<file path="config.mk">
export PLATFORM = sky130hd
export DESIGN_NAME = spi_frame_sequencer
export DESIGN_NICKNAME = d
export VERILOG_FILES = /design/src/rtl/spi_frame_sequencer.sv
export SDC_FILE = /design/constraint.sdc
export NUM_CORES = 1
export LEC_CHECK = 0
export CORE_MARGIN = 2
export CORE_UTILIZATION = 32
export CTS_CLUSTER_DIAMETER = 30
export DETAILED_ROUTE_END_ITERATION = 16
export PLACE_DENSITY = 0.62
export SLEW_MARGIN = 20
export SYNTH_ARGS = -nofsm -noshare
export SYNTH_HDL_FRONTEND = slang
export SYNTH_SLANG_ARGS = --single-unit
</file>
<file path="constraint.sdc">
create_clock -name PCLK -period 2.1 [get_ports PCLK]
set_clock_uncertainty 0.2 [all_clocks]
set_input_delay 0.42 -clock PCLK [delete_from_list [all_inputs] [get_ports PCLK]]
set_output_delay 0.42 -clock PCLK [all_outputs]
set_load 0.05 [all_outputs]
</file>
<file path="src/rtl/spi_frame_sequencer.sv">
// SPI mode-0 master: pops {wr, addr, data} commands, shifts them out MSB first, and pushes read data.
// Frame: CS_n low for CS_SETUP + (2W+1)*2*CLK_DIV + CS_HOLD cycles; pop-to-pop period is that plus 2.
// A read is held in the FIFO until the response FIFO has room; a write never waits on rsp_full.
module spi_frame_sequencer #(
  parameter int WIDTH    = 8,
  parameter int CLK_DIV  = 2,
  parameter int CS_SETUP = 1,
  parameter int CS_HOLD  = 1
) (
  input  logic               PCLK,
  input  logic               reset,
  input  logic               enable,
  input  logic               cmd_empty,
  input  logic [2*WIDTH:0]   cmd_dout,
  output logic               cmd_rd_en,
  input  logic               rsp_full,
  output logic               rsp_wr_en,
  output logic [WIDTH-1:0]   rsp_din,
  output logic               SCLK_o,
  output logic               MOSI,
  input  logic               MISO,
  output logic               CS_n,
  output logic               busy,
  output logic               frame_done
);
  localparam int N  = 2*WIDTH + 1;
  localparam int BW = $clog2(N + 1);

  typedef enum logic [2:0] {IDLE, SETUP, SHIFT, HOLD, GAP} state_t;

  state_t           state_q, state_d;
  logic [N-1:0]     shreg_q, shreg_d;
  logic [WIDTH-1:0] rx_q, rx_d;
  logic [7:0]       div_q, div_d;
  logic [BW-1:0]    bit_q, bit_d;
  logic [3:0]       cnt_q, cnt_d;
  logic             is_rd_q, is_rd_d;
  logic             sclk_q, sclk_d;
  logic             mosi_q, mosi_d;
  logic             cs_n_q, cs_n_d;
  logic             busy_q, busy_d;
  logic             done_q, done_d;
  logic             push_q, push_d;
  logic             start;

  // A read only starts when its response slot is guaranteed.
  assign start = (state_q == IDLE) && enable && !cmd_empty && (cmd_dout[N-1] || !rsp_full);

  always_comb begin
    state_d = state_q;
    shreg_d = shreg_q;
    rx_d    = rx_q;
    div_d   = div_q;
    bit_d   = bit_q;
    cnt_d   = cnt_q;
    is_rd_d = is_rd_q;
    sclk_d  = sclk_q;
    mosi_d  = mosi_q;
    cs_n_d  = cs_n_q;
    done_d  = 1'b0;
    push_d  = 1'b0;
    case (state_q)
      IDLE: begin
        if (start) begin
          state_d = SETUP;
          is_rd_d = ~cmd_dout[N-1];
          shreg_d = cmd_dout[N-1] ? cmd_dout : {1'b0, cmd_dout[N-2:WIDTH], {WIDTH{1'b0}}};
          mosi_d  = cmd_dout[N-1];
          cs_n_d  = 1'b0;
          cnt_d   = 4'(CS_SETUP - 1);
        end
      end
      SETUP: begin
        if (cnt_q == 4'd0) begin
          state_d = SHIFT;
          div_d   = 8'd0;
          bit_d   = '0;
        end else begin
          cnt_d = cnt_q - 4'd1;
        end
      end
      SHIFT: begin
        if (div_q == 8'(CLK_DIV - 1)) begin
          div_d = 8'd0;
          if (!sclk_q) begin
            sclk_d = 1'b1;
            if (is_rd_q) rx_d = {rx_q[WIDTH-2:0], MISO};
          end else begin
            sclk_d  = 1'b0;
            shreg_d = {shreg_q[N-2:0], 1'b0};
            if (bit_q == BW'(N - 1)) begin
              state_d = HOLD;
              cnt_d   = 4'(CS_HOLD - 1);
              mosi_d  = 1'b0;
            end else begin
              bit_d  = bit_q + 1'b1;
              mosi_d = shreg_q[N-2];
            end
          end
        end else begin
          div_d = div_q + 8'd1;
        end
      end
      HOLD: begin
        if (cnt_q == 4'd0) begin
          state_d = GAP;
          cs_n_d  = 1'b1;
          done_d  = 1'b1;
          push_d  = is_rd_q;
        end else begin
          cnt_d = cnt_q - 4'd1;
        end
      end
      GAP:     state_d = IDLE;
      default: state_d = IDLE;
    endcase
    busy_d = (state_d != IDLE);
  end

  always_ff @(posedge PCLK) begin
    if (reset) begin
      state_q <= IDLE;
      shreg_q <= '0;
      rx_q    <= '0;
      div_q   <= 8'd0;
      bit_q   <= '0;
      cnt_q   <= 4'd0;
      is_rd_q <= 1'b0;
      sclk_q  <= 1'b0;
      mosi_q  <= 1'b0;
      cs_n_q  <= 1'b1;
      busy_q  <= 1'b0;
      done_q  <= 1'b0;
      push_q  <= 1'b0;
    end else begin
      state_q <= state_d;
      shreg_q <= shreg_d;
      rx_q    <= rx_d;
      div_q   <= div_d;
      bit_q   <= bit_d;
      cnt_q   <= cnt_d;
      is_rd_q <= is_rd_d;
      sclk_q  <= sclk_d;
      mosi_q  <= mosi_d;
      cs_n_q  <= cs_n_d;
      busy_q  <= busy_d;
      done_q  <= done_d;
      push_q  <= push_d;
    end
  end

  // Strobes are masked by reset so a pop or push never lands while the block is being cleared.
  assign cmd_rd_en  = start & ~reset;
  assign rsp_wr_en  = push_q & ~reset;
  assign rsp_din    = rx_q;
  assign SCLK_o     = sclk_q;
  assign MOSI       = mosi_q;
  assign CS_n       = cs_n_q;
  assign busy       = busy_q;
  assign frame_done = done_q;

endmodule
</file>
---- Yosys cells after proc, flatten, opt, wreduce, memory -nomap -nowiden ----
Index checks and enable logic that the tools add are counted.
cells by class
  $add $sub $neg .......................... 3
  $mul .................................... 0
  divide/modulo/power cells ............... 0
  order comparisons ....................... 0
  equal/unequal tests ..................... 13
  shift operators ......................... 0
  mux-type cells .......................... 36
  bitwise logic cells ..................... 7
  reduce and logical (&&, ||, !) cells .... 24
operators by type and width
  cell                                           number
  2-to-1 mux 16 bit                              3
  case mux 16 bit (2 select lines)               1
  2-to-1 mux 8 bit                               3
  2-to-1 mux 4 bit                               5
  2-to-1 mux 5 bit                               4
  2-to-1 mux 3 bit                               6
  inequality test 2 bit, second input constant   8
  case mux 8 bit (2 select lines)                1
  case mux 3 bit (4 select lines)                1
  case mux 4 bit (3 select lines)                1
  case mux 5 bit (2 select lines)                1
  adder 8 x 1 -> 8 bit, second input constant    1
  == test 8 x 1 -> 1 bit, second input constant  1
  2-to-1 mux 1 bit                               8
  AND reduction 4 bit                            2
  == test 3 x 2 -> 1 bit, second input constant  2
  AND reduction 2 bit                            3
  AND reduction 6 bit                            1
  nonzero test 2 bit                             3
  nonzero test 3 bit                             2
  adder 5 x 1 -> 5 bit, second input constant    1
  == test 5 bit, second input constant           1
  inverter 1 bit                                 5
  AND reduction 5 bit                            1
  12 further kinds                               18
word-level totals
  register bits ........................... 51
  latch bits .............................. 0
  bits in writable memories ............... 0
  bits in read-only memories .............. 0
  output and inout port bits .............. 15
  logic and storage cells ................. 96
  memories ................................ 0

---- Depth between registers and ports, before layout ----
  depth in word-level cells ............... 7
  depth in mapped cells ................... 7

---- Worst setup path after synthesis ----
OpenSTA, ideal clock, no wires.
  kind .................................... input -> output
  start ................................... in reset
  end ..................................... out cmd_rd_en
  arrival time ............................ 1629 ps
  required time ........................... 1480 ps
  slack ................................... -149 ps
  cell stages on the path ................. 4
  path buffers ............................ 3
  path through ............................ clkbuf_1 > buf_6 > clkbuf_1 > nor2_1
on the way
  cells in the longest elaborated chain, start to end .. 2
ends and longest elaborated chain
  element             RTL line  source
  start: declaration  11        input logic reset,
  inverter 1 bit      153       assign cmd_rd_en = start & ~reset;
  AND 1 bit           153
  end: declaration    15        output logic cmd_rd_en,
Every way passes these cells.

---- Worst setup path in the final report ----
  start ................................... reg cnt_q[0]
  end ..................................... reg cnt_q[0]
on the way
  cells in the longest elaborated chain, start to end .. 3
  elaborated cells on any way between the ends .. 6
  classes of those cells .................. add/sub: 1; eq/ne: 1; mux: 2; reduce/logical: 2
ends and longest elaborated chain
  element                                                                 RTL line  source
  start: declaration                                                      36        logic [3:0] cnt_q, cnt_d;
  start signal: assignment                                                141       cnt_q <= cnt_d;
  subtractor 4 x 1 -> 4 bit or zero test 4 bit (tied branches)            --
  2-to-1 mux 4 bit or inequality test 2 bit (tied branches)               --
  case mux 4 bit (3 select lines) or AND reduction 6 bit (tied branches)  --
Parallel ways exist; a longest one is shown, timed or not. The select of a mux whose other input is x is not followed.
A chain may end at the register's enable or synchronous reset.

==> results.toml <==
[synth]
ys.flop_type = "dfxtp_1"
synthTopCellsByArea = "dfxtp_1 (37%), a21oi_1 (5.1%), mux2_4 (5.0%), nand2_1 (4.3%), mux2i_1 (4.0%)"
synth_edf_count = 0
synthAdderAreaFrac_pct = 2.30
synth-seq-cells = 51
synth_top_area_cell = "dfxtp_1"
syn_area_per_cell_um2 = 9.21
synth_top_family_by_area = "simple AND/OR/NAND/NOR gates"
synth_most_common_cell = "dfxtp_1"
syn-num-nets = 324
synth.area.mux_share_pct = 11.9
synth_cell_type_count = 63
ys_warn_count = 0
synth_xor_area_share_pct = 0.643
synthArstFlopShare_pct = 0
synth_simple_gate_area_share_pct = 25.9
yosys-top-cells-count = "dfxtp_1 (51), nand2_1 (31), a21oi_1 (28)"
synth_compound_area_share_pct = 15.7
syn_area_mm2 = 0.00273
yosysSeqAreaShare_pct = 37.5
synth_top_area_share_pct = 37.5
netlist_instances = 296

[job]
cap_violations = 0

[global_routing]
gr-total-overflow = 0
grt.total_usage_pct = 13.9
grt_max_degree = 28
grt_pass1_vias = 2288
grt_pass1_wl_mm = 10.3
antenna_found_initial = 0

[timing]
slew_headroom_pct = 68.1
setup_tns_ns = 0
hold_slack_ns = 0.278
finalSetupViolCount = 0
timing.fmax_ghz = 0.480
fin_crit_ns = 2.08
hold_violations = 0
tightestPinTransition_ns = 0.478
setup_ws_ns = 0.0174
drv_slew = 0
period_share_pct = 99.2

[clocking]
cts_max_level = 2
clock_latency_ns = 0.30
clk_path_buf_depth = 2
cts_tree = "yes"
clock-sinks = 51
cts_root_buf = "clkbuf_8"
clkTransAtPathRegs_ns = 0.10
cts_made_buffers = 5

[worst_hold_path]
min_path_type = "reg -> reg"

[critical_path]
cp.required_ns = 2.08
cp-end-kind = "flop"
worstPathArrival_ns = 2.06
startpoint_type = "flop"
worstPathMaxFanout = 5
path_class = "reg -> reg"

[finish]
num-fill-cells = 793
diodes = 0
drive_above_1_share_pct = 26.8
syn2layout_area_growth_pct = 26.3
fin_nets = 374
postLayoutCellArea_mm2 = 0.00344

[floorplanning]
die_y_um = 96.3
initial_core_util_pct = 33.2
core_mm2 = 0.00822
die_area_mm2 = 0.00927
die_w_um = 96.3
io_pins = 38
fp-row-count = 33

[pwr]
peakVddDrop_uv = 289
powerDensity_mw_per_mm2 = 575
p_leak_nw = 1.44

[status]
status = "completed"

[drt]
num_vias = 2259
wl_mm = 6.01
vias_per_cell = 5.00
drt-initial-drc-count = 116
antenna_left = 0
drc = 0
drt-pass1-iter-count = 4
routedWlPerCell_um = 13.3

[placed_design]
dp_hpwl_mm = 4.34
dpl_cell_area_mm2 = 0.00327
post-place-ws_ns = -0.317
io_buffer_count = 37
place_congestion = 0.785
## metrics by stage
step           std cells  total power [mW]  util [%]
3_3_place_gp         444              1.35      39.7
4_1_cts              452              1.99      41.3
5_1_grt              452              2.07      41.9
3_5_place_dp         444              1.36      39.7
6_report             452              1.98      41.9
2_1_floorplan        296              1.24         -
## layer usage
layer | GRT usage (%) | wire, µm | share of wire (%) | up-vias
met5 | 0 | 0 | 0 | -
met4 | 3.81 | 71 | 1.2 | 0
met3 | 2.66 | 194 | 3.2 | 7
met2 | 23.3 | 2880 | 48 | 30
met1 | 18.1 | 2870 | 48 | 1066
li1 | - | - | - | 1156
## worst max-delay path, stage by stage (launching register included)
cell and delay, ns:
dfxtp_2 0.38, inv_1 0.06, ha_1 0.21, and4bb_2 0.28
or2_2 0.32, o311ai_1 0.36, o41ai_2 0.15
## what timing repair did
action / 4_1_cts / 5_1_grt
hold buffers: 0 / 0
setup buffers: 1 / 0
endpoints found under the setup margin: 1 / 10
pin swaps: 3 / 1
gates resized for setup: 8 / 10
## report_power, final
group	internal, mW	switching [mW]
clock	0.300	0.332
combinational	0.162	0.173
sequential	0.993	0.0191
total	1.46	0.524
## kinds of logic (layout without fill, tap and decap cells)
logic type / Yosys count / count (layout)
and+or+nand+nor: 121 / 121
DFF: 51 / 51
buffers and inverters: 27 / 78
muxes: 27 / 27
xor gates and xnor gates: 2 / 2
adders and majority gates: 5 / 5
AOI/OAI and AO/OA: 63 / 63
## layout by cell type (no fill, tap or decap), types with 5 or more instances in the layout
cell type        Yosys  final
clkbuf_8             1      7
ha_1                 5      5
clkdlybuf4s50_1      0     17
and2b_1              8      8
nand2b_1             7      7
nor3_1               7      7
mux2_4               9      9
buf_4                2     38
dfxtp_1             51     49
nand3_1             18     17
inv_1                8      8
mux2_2               7      7
nand2_1             31     31
mux2i_1             11     11
nor2_1              13     11
nor2b_1             10      9
a21oi_1             28     28
o21ai_0              6      6
## flip-flops by register name, indices dropped and copies added, names as in the netlist
signal and count:
div_q 8, bit_q 5, push_q 1, SCLK_o 1, cnt_q 4, state_q 3
shreg_q 16, is_rd_q 1, busy 1, MOSI 1, rsp_din 8, CS_n 1
frame_done 1
## area by class of cell
class | count | area [µm²] | share of cell area (%)
inverter | 8 | 30.0 | 0.873
clock buffer | 7 | 96.3 | 2.80
timing repair buffer | 62 | 543 | 15.8
clock inverter | 1 | 7.51 | 0.218
sequential | 51 | 1020 | 29.7
multi-input combinational | 218 | 1610 | 46.8
tap | 105 | 131 | 3.82
## worst paths after layout
check	startpoint	end	slack, ns	cells past startpoint
min reg2reg	shreg_q[0]	shreg_q[0]	0.28	2
max	cnt_q[0]	cnt_q[0]	0.02	6
min	shreg_q[0]	shreg_q[0]	0.28	2
max reg2reg	cnt_q[0]	cnt_q[0]	0.02	6
Note: power is estimated with default switching activity, not from simulation.
